===== src/rtl/mkio_receiver.sv =====
// mkio_receiver: Manchester-II word decoder for the MKIO line pair.
// Detects the command/data sync, samples 34 data/parity elements and
// delivers one 16-bit word with a one-cycle strobe plus error flags.
// Optional build macro: MKIO_RCV_GLITCH_FILTER_EN adds a 3-tap majority
// filter on each synchronized line (one extra cycle of latency).
//
// state | meaning
// IDLE  | waiting; arms on an idle (00) line, starts on high/low when armed
// SYNC1 | timing the first sync half at level L
// SYNC2 | second sync half, no sampling
// DATA  | sampling 34 elements at mid-element
// DONE  | one-cycle strobe, outputs just updated
`timescale 1ns/1ps

module mkio_receiver #(
   parameter int HALF_BIT = 8,
   parameter int SYNC_TOL = 4
) (
   input  logic        clk,
   input  logic        reset,
   input  logic        DI1,
   input  logic        DI0,
   output logic [15:0] data_rcv,
   output logic        cd_rcv,
   output logic        err_parity,
   output logic        err_manchester,
   output logic        imp_rcv,
   output logic        busy_rcv
);

   localparam int SYNC_NOM = 3 * HALF_BIT;
   localparam int CW       = $clog2(SYNC_NOM + SYNC_TOL + 2);

   localparam logic [CW-1:0] SYNC_MIN    = CW'(SYNC_NOM - SYNC_TOL);
   localparam logic [CW-1:0] SYNC_MAX    = CW'(SYNC_NOM + SYNC_TOL);
   // t0 itself is the first second-half cycle, so SYNC2 spans cnt = NOM-2 .. 0
   localparam logic [CW-1:0] SYNC2_LOAD  = CW'(SYNC_NOM - 2);
   localparam logic [CW-1:0] SAMPLE_LOAD = CW'(HALF_BIT / 2);
   localparam logic [CW-1:0] ELEM_LOAD   = CW'(HALF_BIT - 1);
   localparam logic [5:0]    LAST_EL     = 6'd33;

   typedef enum logic [2:0] {
      IDLE  = 3'd0,
      SYNC1 = 3'd1,
      SYNC2 = 3'd2,
      DATA  = 3'd3,
      DONE  = 3'd4
   } state_t;

   state_t      state, nxt;
   logic [1:0]  sync_a, sync_b;
   logic [1:0]  line;
   logic        armed;
   logic        lvl_hi;
   logic [1:0]  lvl_code, inv_code;
   logic [CW-1:0] cnt;
   logic [5:0]  el;
   logic [16:0] shreg;
   logic        first;
   logic        merr;
   logic        smp_val, smp_bad, merr_pair;

   // Two-flop synchronizer; stages reset to the invalid code so a reset in
   // the middle of a word cannot arm on a fake idle.
   always_ff @(posedge clk or posedge reset) begin
      if (reset) begin
         sync_a <= 2'b11;
         sync_b <= 2'b11;
      end else begin
         sync_a <= {DI1, DI0};
         sync_b <= sync_a;
      end
   end

`ifdef MKIO_RCV_GLITCH_FILTER_EN
   logic [1:0] hist1, hist2;

   // History taps for the per-line majority vote.
   always_ff @(posedge clk or posedge reset) begin
      if (reset) begin
         hist1 <= 2'b11;
         hist2 <= 2'b11;
      end else begin
         hist1 <= sync_b;
         hist2 <= hist1;
      end
   end

   assign line = (sync_b & hist1) | (sync_b & hist2) | (hist1 & hist2);
`else
   assign line = sync_b;
`endif

   assign lvl_code  = lvl_hi ? 2'b10 : 2'b01;
   assign inv_code  = lvl_hi ? 2'b01 : 2'b10;
   assign smp_val   = line[1];
   assign smp_bad   = (line[1] == line[0]);
   assign merr_pair = merr | smp_bad | (smp_val == first);

   // State register.
   always_ff @(posedge clk or posedge reset) begin
      if (reset) state <= IDLE;
      else       state <= nxt;
   end

   // Next-state decode; busy covers the cycle that starts a sync so it rises
   // together with the first non-idle synchronized line cycle.
   always_comb begin
      nxt      = state;
      busy_rcv = 1'b0;
      unique case (state)
         IDLE: begin
            if (armed && (line == 2'b10 || line == 2'b01)) begin
               nxt      = SYNC1;
               busy_rcv = 1'b1;
            end
         end
         SYNC1: begin
            busy_rcv = 1'b1;
            if (line == lvl_code) begin
               if (cnt == SYNC_MAX) nxt = IDLE;
            end else if (line == inv_code) begin
               nxt = (cnt >= SYNC_MIN) ? SYNC2 : IDLE;
            end else begin
               nxt = IDLE;
            end
         end
         SYNC2: begin
            busy_rcv = 1'b1;
            if (cnt == '0) nxt = DATA;
         end
         DATA: begin
            busy_rcv = 1'b1;
            if (cnt == '0 && el == LAST_EL) nxt = DONE;
         end
         DONE:    nxt = IDLE;
         default: nxt = IDLE;
      endcase
   end

   // Timers, element sampling and registered word outputs.
   always_ff @(posedge clk or posedge reset) begin
      if (reset) begin
         armed          <= 1'b0;
         lvl_hi         <= 1'b0;
         cnt            <= '0;
         el             <= '0;
         shreg          <= '0;
         first          <= 1'b0;
         merr           <= 1'b0;
         data_rcv       <= '0;
         cd_rcv         <= 1'b0;
         err_parity     <= 1'b0;
         err_manchester <= 1'b0;
         imp_rcv        <= 1'b0;
      end else begin
         imp_rcv <= 1'b0;
         unique case (state)
            IDLE: begin
               if (line == 2'b00) armed <= 1'b1;
               if (nxt == SYNC1) begin
                  armed  <= 1'b0;
                  lvl_hi <= line[1];
                  cnt    <= CW'(1);
               end
            end
            SYNC1: cnt <= (nxt == SYNC2) ? SYNC2_LOAD : cnt + CW'(1);
            SYNC2: begin
               if (cnt == '0) begin
                  cnt  <= SAMPLE_LOAD;
                  el   <= '0;
                  merr <= 1'b0;
               end else begin
                  cnt <= cnt - CW'(1);
               end
            end
            DATA: begin
               if (cnt != '0) begin
                  cnt <= cnt - CW'(1);
               end else begin
                  cnt <= ELEM_LOAD;
                  el  <= el + 6'd1;
                  if (!el[0]) begin
                     shreg <= {shreg[15:0], smp_val};
                     first <= smp_val;
                     merr  <= merr | smp_bad;
                  end else begin
                     merr <= merr_pair;
                  end
                  if (el == LAST_EL) begin
                     data_rcv       <= shreg[16:1];
                     cd_rcv         <= ~lvl_hi;
                     err_parity     <= ~^shreg;
                     err_manchester <= merr_pair;
                     imp_rcv        <= 1'b1;
                  end
               end
            end
            default: ;
         endcase
      end
   end

endmodule


===== config.mk =====
export PLATFORM = sky130hd
export DESIGN_NAME = mkio_receiver
export DESIGN_NICKNAME = d
export VERILOG_FILES = /design/src/rtl/mkio_receiver.sv
export SDC_FILE = /design/constraint.sdc
export NUM_CORES = 1
export LEC_CHECK = 0
export ABC_AREA = 1
export BUFFER_PORTS_ARGS = -buffer_cell sky130_fd_sc_hd__buf_2
export CORE_MARGIN = 2
export CORE_UTILIZATION = 59
export DETAILED_ROUTE_END_ITERATION = 8
export PLACE_DENSITY = 0.79
export RECOVER_POWER = 25
export SLEW_MARGIN = 5
export SYNTH_ARGS = -nofsm -noshare
export SYNTH_HDL_FRONTEND = slang
export SYNTH_SLANG_ARGS = --single-unit

===== constraint.sdc =====
create_clock -name clk -period 5.99 [get_ports clk]
set_clock_uncertainty 0.1 [all_clocks]
set_input_delay 1.797 -clock clk [delete_from_list [all_inputs] [get_ports clk]]
set_output_delay 1.797 -clock clk [all_outputs]
set_load 0.01 [all_outputs]

==> results of run 1 <==
-- layout make-up --
| type | count | area (µm²) | area share, % |
|---|---|---|---|
| well taps | 70 | 87.6 | 2.63 |
| repair buffers | 25 | 128 | 3.84 |
| clock inverters | 5 | 53.8 | 1.62 |
| inverters | 53 | 208 | 6.24 |
| clock buffers | 11 | 141 | 4.25 |
| multi-input cells | 261 | 1250 | 37.6 |
| flip-flops and latches | 58 | 1460 | 43.8 |
-- state kept, by name, summed over array words and instances, names as in the netlist, 2 cells and up --
name	count
state	3
line	2
el	6
data_rcv	16
shreg	17
sync_a	2
cnt	5
-- routing by layer --
metal | track usage [%] | vias up | part of all wire, %
met5 | 0 | - | 0
met4 | 11.5 | 0 | 2.2
met3 | 4.27 | 10 | 3.7
met2 | 33.9 | 40 | 47
met1 | 27.2 | 1112 | 47
li1 | - | 1241 | -
-- synthesized netlist by cell type (2+ instances only) --
cell	count	area (µm²)
ha_1	6	75.1
nand2_4	5	56.3
dfstp_2	4	105
o21ai_0	5	25.0
xor2_1	2	17.5
o21ai_2	17	149
nand2_1	148	556
o21ai_1	19	95.1
dfrtp_1	54	1350
nand2_2	2	12.5
inv_2	6	22.5
a21oi_1	6	30.0
nor2_2	2	12.5
nor2_4	4	45.0
inv_1	44	165
nand3_1	15	75.1
buf_6	5	56.3
nor2_1	14	52.6
nor3_1	3	15.0
nand4_1	4	25.0
-- worst paths after layout --
path	start	to	slack (ns)	depth (start not counted)
min in group asynchronous	reset	data_rcv[0]$_DFFE_PP0P_	1.55	3
worst min-delay path	sync_a[0]$_DFF_PP1_	line[0]$_DFF_PP1_	0.26	0
worst max register to register	cnt[0]$_DFFE_PP0P_	shreg[1]$_DFFE_PP0P_	3.41	7
worst max-delay path	line[1]$_DFF_PP1_	busy_rcv	2.32	5
max in group asynchronous	reset	el[2]$_DFFE_PP0P_	3.76	3
worst min register to register	sync_a[0]$_DFF_PP1_	line[0]$_DFF_PP1_	0.26	0
-- cell usage in the layout, fill, tap and decap left out, types with 7 or more instances in the layout --
| cell | Yosys | final |
|---|---|---|
| nand2_1 | 148 | 151 |
| dfrtp_1 | 54 | 54 |
| inv_1 | 44 | 43 |
| buf_2 | 1 | 24 |
| nor2_1 | 14 | 21 |
| o21ai_0 | 5 | 19 |
| o21ai_2 | 17 | 17 |
| nand3_1 | 15 | 16 |
| clkbuf_8 | 0 | 10 |
| inv_2 | 6 | 7 |
-- cell families after synthesis --
kind of cell / count (synthesis) / share of synthesized area (%)
simple gates: 201 / 29.2
buf+inv: 60 / 9.04
flops: 58 / 47.6
compound gates: 51 / 10.8
fa+ha+maj: 6 / 2.45
xor+xnor: 3 / 0.859
-- through the flow --
step | power [W] | utilization (%) | setup WS (ns)
6_report | 0.000983 | 66.0 | 2.32
2_1_floorplan | 0.000611 | - | 2.67
3_3_place_gp | 0.000645 | 63.6 | 2.76
4_1_cts | 0.00101 | 67.4 | 2.32
3_5_place_dp | 0.000650 | 63.6 | 2.70
5_1_grt | 0.00105 | 66.0 | 2.20
-- report_power, final --
part,internal (W),switching [W]
clock,0.000202,0.000153
sequential,0.000416,0.0000266
combinational,0.0000639,0.000122
==> results by group, run 1 <==
Run status
  • Run status: completed

Power
  • Worst VDD drop: 0.196 mV
  • Leak pwr: about 1.7 nW
  • Pwr dens: 295 nW/µm²

STA
  • Max-slew violations: 0
  • FMAX: 0.273 GHz
  • Hold WS: 0.258 ns
  • Worst slew pin tran: 1.03 ns
  • Unrepaired setup endpoints after global routing: no
  • Post-route clock period utilization: 61.2%
  • Worst slew margin: 31.5%
  • Post-route setup TNS: 0 ns
  • Final Hold Violating Endpoints: 0
  • Finish-stage setup viols: 0
  • Final Critical Period: 3.67 ns

Setup path
  • Critical Path, Cell by Cell: inv_1 -> ha_1 -> nand4_1 -> nand2_1 -> buf_2
  • CP required: between 4 and 5 ns
  • Max stage delay on crit path: 0.54 ns
  • Cell family with most CP delay: flip-flops
  • Buffers & Inverters on Critical Path: 2
  • CP Max Fanout: 5
  • Crit Path Class: reg -> out
  • Slowest-stage cell, CP: dfstp_1
  • Startpoint type of the worst setup path: flip-flop
  • CP arrival: 1.77 ns
  • Crit end category: primary output

Place
  • Routability Congestion: 0.819
  • Final HPWL from detailed placement: slightly below 4000 µm
  • Input/output buffers: 24
  • DP Cell Count: roughly 470
  • DP Area: about 3200 µm²

Clocking
  • CTS tree: done
  • Max Root-Sink Buffers: 2
  • Post-CTS repair timing setup buffer count: 0
  • CTS sink count: 58
  • TritonCTS buffer count: 9
  • Worst skew pair latency: ~0.34 ns
  • Post-cts gate resize count: 0
  • Worst-path clk slew: 0.06 ns
  • H-tree levels: 3
  • Post-CTS Hold Fix Bufs: 0
  • Root buffer cell: clkbuf_8

Drt
  • Vias: between 2000 and 2500
  • Drt initial violations: 152
  • Mean routed wirelength per cell: about 11 µm
  • Drt drc: 0
  • Detail Route Antenna Nets: 0
  • Vias per cell: 4.98
  • Drt first pass iters: 4
  • Final wirelength: ~5500 µm

Yosys
  • Asr flop ratio synth: 100%
  • Synth Register Bits: 58
  • Yosys warning total: 0
  • Synth Net Count: 389
  • Area of the mapped netlist: 3060 µm²
  • Avg Cell Area, Syn: 8.07 µm²
  • Register area share after synthesis: 47.6%
  • Ys flop type: dfrtp_1
  • Number of synthesized flops with an enable pin: 0
  • Gate Count Post-Synth: approximately 380
  • Distinct cell type count after synthesis: 34

Global route
  • Gr ovfl total: 0
  • First-pass GRT wire length: ~10000 µm
  • GRT Util Overall: 21.2%
  • Initial antenna violation count: 0
  • Vias in the first global route: 2326
  • Largest net degree at the start of global routing: 59

Layout
  • Diodes inserted: 0
  • Layout net count: 418
  • Fin cells: between 400 and 500
  • Area Growth Syn to Fin: 8.75%
  • Final instance area: 3330 µm²
  • Fill cell count: 443
  • Share of cells above drive strength 1: between 10% and 20%

Die
  • DIE HEIGHT: 76.0 µm
  • FP Rows: 26
  • Die area: 5780 µm²
  • Number of I/O pins: 25
  • Die width: 76.0 µm
  • Initial Util: 60.7%
  • Area of the core: 5040 µm²

Hold path
  • Worst min path class: reg -> reg

Flow run
  • Number of max-cap violations: 0
Note: power is estimated with default switching activity, not from simulation.
==> run 2, diff against run 1 <==
- ABC_AREA: 1 -> 0
- clock period: 5.99 -> 3.6 ns (I/O delays scaled with it)
==> run 2 against run 1 <==
Final cell count is 23% lower. Flip-flop and latch count stayed put. Hold slack better by 0.00060 ns. Via count is 15% lower. Power is 74% higher. Synthesized area is 5.5% lower. Routed wire length is 3.8% lower. First-iteration DRC count is 31% lower. Register-to-register slack worse by 2.3 ns. Clock power is 78% higher. Critical path depth stayed put. Die area is 5.2% lower.
==> results by group, run 2 <==
Run status
  • Run status: completed

Layout
  • Area Growth Syn to Fin: 13.1%
  • Most frequent cells in the layout: 62 x nand2_1, 54 x dfrtp_1, 24 x buf_2
  • Largest registers: shreg: 17 flops, data_rcv: 16 flops, el: 6 flops
  • Final core occ: between 60% and 70%
  • Reg with most FFs: shreg
  • Max FFs per register: 17
  • Layout net count: ~310
  • Diodes inserted: 0
  • Share of cells above drive strength 1: between 20% and 30%
  • Most common cell after layout, fill and taps aside: nand2_1

Setup path
  • Startpoint type of the worst setup path: flip-flop
  • R2r worst-path depth: 9
  • CP Max Fanout: 14
  • Crit Path Class: reg -> out
  • Crit end category: primary output
  • R2R Path End: err_manchester$_DFFE_PP0P_
  • CP arrival: around 2.2 ns
  • Reg2reg setup slack: 1.12 ns
  • CP required: 2.42 ns
  • Critical R2R Launch: cnt[0]$_DFFE_PP0P_

Global route
  • Vias in the first global route: 1907
  • Largest net degree at the start of global routing: 24
  • Initial antenna violation count: 0
  • Gr ovfl total: 0
  • GRT Util Overall: 21.6%
  • First-pass GRT wire length: 8770 µm

Yosys
  • Distinct cell type count after synthesis: 54
  • Synth top area cells: dfrtp_1 47%, nand2_1 8.1%, mux2_4 4.7%, xnor2_1 4.2%, dfstp_2 3.6%
  • Area of the mapped netlist: 2890 µm²
  • Top cells by count, synth: 62 x nand2_1, 54 x dfrtp_1, 14 x xnor2_1
  • Asr flop ratio synth: 100%
  • Yosys warning total: 0
  • Synth area leader: dfrtp_1
  • Avg Cell Area, Syn: about 11 µm²
  • Number of synthesized flops with an enable pin: 0
  • Ys flop type: dfrtp_1
  • Synth Net Count: 282
  • Synth Register Bits: 58
  • Most common cell in the netlist: nand2_1
  • Top-area cell type share of the netlist area: 46.8%
  • Register area share after synthesis: between 50 and 60%
  • Gate Count Post-Synth: 272

Clocking
  • Post-CTS Hold Fix Bufs: 0
  • Post-cts gate resize count: 0
  • CTS sink count: 58
  • Worst-path clk slew: 0.06 ns
  • Root buffer cell: clkbuf_8
  • Worst skew pair latency: about 0.33 ns
  • Post-CTS repair timing setup buffer count: 0
  • Max Root-Sink Buffers: 2
  • H-tree levels: 3
  • TritonCTS buffer count: 9
  • CTS tree: done

Drt
  • Detail Route Antenna Nets: 0
  • Vias per cell: 5.44
  • Vias: between 2000 and 2500
  • Drt first pass iters: 4
  • Drt drc: 0
  • Drt initial violations: about 110
  • Mean routed wirelength per cell: around 14 µm
  • Final wirelength: 5290 µm

Die
  • Number of I/O pins: 25
  • Die area: 5470 µm²
  • Area of the core: 4720 µm²
  • Initial Util: 61.2%
  • Die width: 74.0 µm
  • DIE HEIGHT: 74.0 µm
  • FP Rows: 25

STA
  • Worst slew pin tran: around 1.1 ns
  • Final Hold Violating Endpoints: 0
  • Unrepaired setup endpoints after global routing: no
  • Post-route setup TNS: 0 ns
  • Final Critical Period: 3.36 ns
  • Worst slew margin: between 20 and 30%
  • Finish-stage setup viols: 0
  • Post-route clock period utilization: 93.3%
  • Max-slew violations: 0
  • FMAX: 0.298 GHz

Power
  • Combinational Power Share: 19.0%
  • Switch share: 28.9%
  • Int Pwr: roughly 0.0012 W
  • Leak pwr: about 1.6 nW
  • Worst VDD drop: 0.254 mV
  • Clock power share: a little under two fifths
  • Switch Pwr: 0.000495 W
  • Reg power frac: 44.1%
  • Pwr dens: 523 nW/µm²

Hold path
  • Hold depth: 0
  • Min-Delay Endpoint: line[1]$_DFF_PP1_
  • Worst min path class: reg -> reg
  • Hold path start: sync_a[1]$_DFF_PP1_

Flow run
  • Number of max-cap violations: 0

Place
  • Final HPWL from detailed placement: 3570 µm
  • Input/output buffers: 24
  • Routability Congestion: between 0.9 and 1
## run 2: changes by cell type in the layout (fill, tap and decap cells not counted), sizes merged, moves of 4 or more
| cell | delta |
|---|---|
| nand2 | -93 |
| inv | -42 |
| o21ai | -32 |
| mux2 | +18 |
| nor2 | -14 |
| xnor2 | +13 |
| buf | +5 |
| nor3 | +5 |
| nand3 | -4 |
## run 2: worst max-delay path by stage
| stage | cells after the start | end | start | slack (ns) |
|---|---|---|---|---|
| after floorplan | 6 | busy_rcv | cnt[0]$_DFFE_PP0P_ | 0.84 |
| after global placement | 5 | busy_rcv | state[0]$_DFF_PP0_ | 0.71 |
| after detailed placement | 5 | busy_rcv | state[0]$_DFF_PP0_ | 0.63 |
| after CTS | 5 | busy_rcv | state[0]$_DFF_PP0_ | 0.26 |
| after global routing | 5 | busy_rcv | state[0]$_DFF_PP0_ | 0.09 |
| final | 5 | busy_rcv | state[0]$_DFF_PP0_ | 0.24 |
## run 2: area by class of cell
cell class | instances | area, µm²
fill | 364 | 1460
inverter | 10 | 37.5
timing repair buffer | 31 | 169
clock buffer | 11 | 131
multi-input combinational | 192 | 1310
sequential | 58 | 1460
clock inverter | 5 | 78.8
tap | 67 | 83.8
## run 2: kinds of logic after synthesis
kind of cell	Yosys count	synth area share [%]
flops	58	50.4
fa+ha+maj	6	2.60
mux	18	8.18
buf+inv	22	4.24
xor+xnor	19	6.23
simple gates	112	19.6
compound gates	37	8.74
## run 2: per-layer routing
metal  GRT usage, %  wire length [µm]
met5              0                 0
met4           8.48                66
met3           7.18               255
met2           31.4              2380
met1           30.3              2590
## run 2: critical path, cell delays in order, from the launching register on
cell and delay [ns]:
dfrtp_1 0.57, nor3b_2 0.49, o211ai_1 0.22, a41o_1 0.31, clkinv_1 0.11, buf_2 0.14
## run 2: power by group through the flow
stage / registers (W) / clock network, W / logic, W
finish: 0.000754 / 0.000632 / 0.000324
global route: 0.000762 / 0.000681 / 0.000364
CTS: 0.000752 / 0.000644 / 0.000321
detailed placement: 0.000762 / 0 / 0.000317
global placement: 0.000759 / 0 / 0.000314
floorplan: 0.000726 / 0 / 0.000294
## run 2: stage by stage
stage	instance area, µm²	total power, W	setup WS, ns	instances	hold WS [ns]
after CTS	3270	0.00172	0.261	374	0.259
after floorplan	2890	0.00102	0.839	272	0.245
after detailed placement	3060	0.00108	0.635	358	0.248
final	3270	0.00171	0.239	374	0.258
after global placement	3060	0.00107	0.709	358	0.249
after global routing	3270	0.00181	0.0877	374	0.258
==> run 3, diff against run 2 <==
- ABC_AREA: 0 -> 1
==> run 3 against run 2 <==
The run now ends with capacitance limit, slew limit left. Critical path type unchanged. Final cell count increased by 29%. Critical path depth unchanged. Non-clock buffer count shrank 5. Design area up 4.1%. Register-to-register slack improved by 0.49 ns. Sequential power shrank 2%. Fmax grew 12%.
==> results by group, run 3 (same netlist as run 1, synthesis figures left out) <==
Run status
  • Run status: finished, violations left
  • Failing checks: capacitance limit, slew limit

Setup path
  • Reg2reg setup slack: 1.61 ns
  • Max stage delay on crit path: 0.55 ns
  • Critical Path, Cell by Cell: inv_1 -> ha_1 -> nand4_1 -> nand2_1 -> buf_2
  • Cell family with most CP delay: flip-flops
  • R2r worst-path depth: 9
  • WP depth: 5
  • Slowest-stage cell, CP: dfstp_2
  • Crit end category: primary output
  • CP Max Fanout: 5
  • Buffers & Inverters on Critical Path: 2
  • CP required: between 2 and 2.5 ns
  • Crit Path Class: reg -> out
  • Startpoint type of the worst setup path: flip-flop
  • CP arrival: 1.81 ns

Layout
  • Most frequent cells in the layout: 148 x nand2_1, 54 x dfrtp_1, 44 x inv_1
  • Area Growth Syn to Fin: 11.2%
  • Reg with most FFs: shreg
  • Largest registers: shreg: 17 flops, data_rcv: 16 flops, el: 6 flops
  • Most common cell after layout, fill and taps aside: nand2_1
  • Diodes inserted: 0
  • Max FFs per register: 17
  • Share of cells above drive strength 1: 20.5%
  • Fin cells: 484
  • Layout net count: 419

Drt
  • Detail Route Antenna Nets: 0
  • Drt initial violations: approximately 170
  • Vias per cell: roughly 5
  • Drt first pass iters: 4
  • Final wirelength: 5750 µm
  • Mean routed wirelength per cell: around 12 µm
  • Drt drc: 0
  • Vias: 2410

Hold path
  • Worst min path class: reg -> reg
  • Hold depth: 0

Die
  • FP Rows: 26
  • Area of the core: 5040 µm²
  • DIE HEIGHT: 76.0 µm
  • Die area: 5780 µm²
  • Number of I/O pins: 25
  • Die width: 76.0 µm
  • Initial Util: 60.7%

STA
  • Post-route setup TNS: 0 ns
  • Final Hold Violating Endpoints: 0
  • Post-route clock period utilization: 83.1%
  • Unrepaired setup endpoints after global routing: no
  • Final Critical Period: between 2 and 3 ns
  • FMAX: about 0.33 GHz
  • Worst slew margin: -4.51%
  • Worst slew pin tran: 1.57 ns
  • Max-slew violations: 31
  • Finish-stage setup viols: 0

Power
  • Switch share: between 30 and 40%
  • Combinational Power Share: 20.8%
  • Leak pwr: ~1.8 nW
  • Worst VDD drop: approximately 0.50 mV
  • Clock power share: 35.2%
  • Switch Pwr: 0.000538 W
  • Reg power frac: a little over two fifths
  • Int Pwr: between 0.001 and 0.0015 W
  • Pwr dens: between 400 and 500 nW/µm²

Global route
  • Largest net degree at the start of global routing: 37
  • Initial antenna violation count: 0
  • Vias in the first global route: roughly 2300
  • First-pass GRT wire length: 10100 µm
  • GRT Util Overall: approximately 22%
  • Gr ovfl total: 0

Place
  • Final HPWL from detailed placement: 4120 µm
  • Input/output buffers: 24
  • Routability Congestion: 0.827
  • DP Cell Count: ~470

Clocking
  • Worst-path clk slew: about 0.060 ns
  • H-tree levels: 3
  • Post-cts gate resize count: 0
  • CTS sink count: between 50 and 60
  • TritonCTS buffer count: 9
  • CTS tree: done
  • Post-CTS repair timing setup buffer count: 0
  • Post-CTS Hold Fix Bufs: 0
  • Worst skew pair latency: 0.34 ns
  • Max Root-Sink Buffers: 2
  • Root buffer cell: clkbuf_8

Flow run
  • Number of max-cap violations: 1
## run 3: final timing paths
path                                                 to                 from
worst max-delay path                           busy_rcv    line[1]$_DFF_PP1_
worst min-delay path                  line[1]$_DFF_PP1_  sync_a[1]$_DFF_PP1_
worst max register to register  data_rcv[0]$_DFFE_PP0P_   cnt[0]$_DFFE_PP0P_
worst min register to register        line[1]$_DFF_PP1_  sync_a[1]$_DFF_PP1_
max in group asynchronous       data_rcv[9]$_DFFE_PP0P_                reset
min in group asynchronous          shreg[0]$_DFFE_PP0P_                reset
## run 3: power groups by stage
stage	combinational [W]	clock [W]	sequential (W)
3_5_place_dp	0.000340	0	0.000749
6_report	0.000349	0.000591	0.000740
2_1_floorplan	0.000284	0	0.000732
4_1_cts	0.000347	0.000601	0.000738
3_3_place_gp	0.000327	0	0.000747
5_1_grt	0.000400	0.000632	0.000746
## run 3: per-stage QoR
stage	instance area [µm²]	hold WS [ns]	setup slack (ns)	util, %	total power (W)
6_report	3400	0.258	0.609	67.4	0.00168
5_1_grt	3400	0.263	0.536	67.4	0.00178
4_1_cts	3410	0.260	0.625	67.6	0.00169
3_5_place_dp	3210	0.251	1.05	63.7	0.00109
3_3_place_gp	3210	0.246	1.09	63.7	0.00107
2_1_floorplan	3060	0.245	0.999	-	0.00102
## run 3: cell type report
cell class                      instances  area (µm²)
Multi-Input combinational cell        261        1330
Tap cell                               70        87.6
Clock buffer                           11         141
Inverter                               53         208
Clock inverter                          5        53.8
Timing Repair Buffer                   26         128
Fill cell                             413        1640
Sequential cell                        58        1460
## run 3: layer usage
metal | track usage [%] | up-vias | part of all wire [%]
met3 | 4.15 | 11 | 3.8
met2 | 34.7 | 53 | 48
li1 | - | 1246 | -
met5 | 0 | - | 0
met4 | 10.2 | 0 | 1.9
met1 | 29.3 | 1100 | 47
## run 3: worst reg2reg max path, stage by stage, from the launching register on
cell and delay [ns]:
dfrtp_1 0.43, inv_1 0.20, ha_1 0.25, nand2_2 0.09
nor2_4 0.20, nand2_4 0.10, nor2_8 0.14, inv_4 0.18
nand2_1 0.15, o21ai_2 0.06
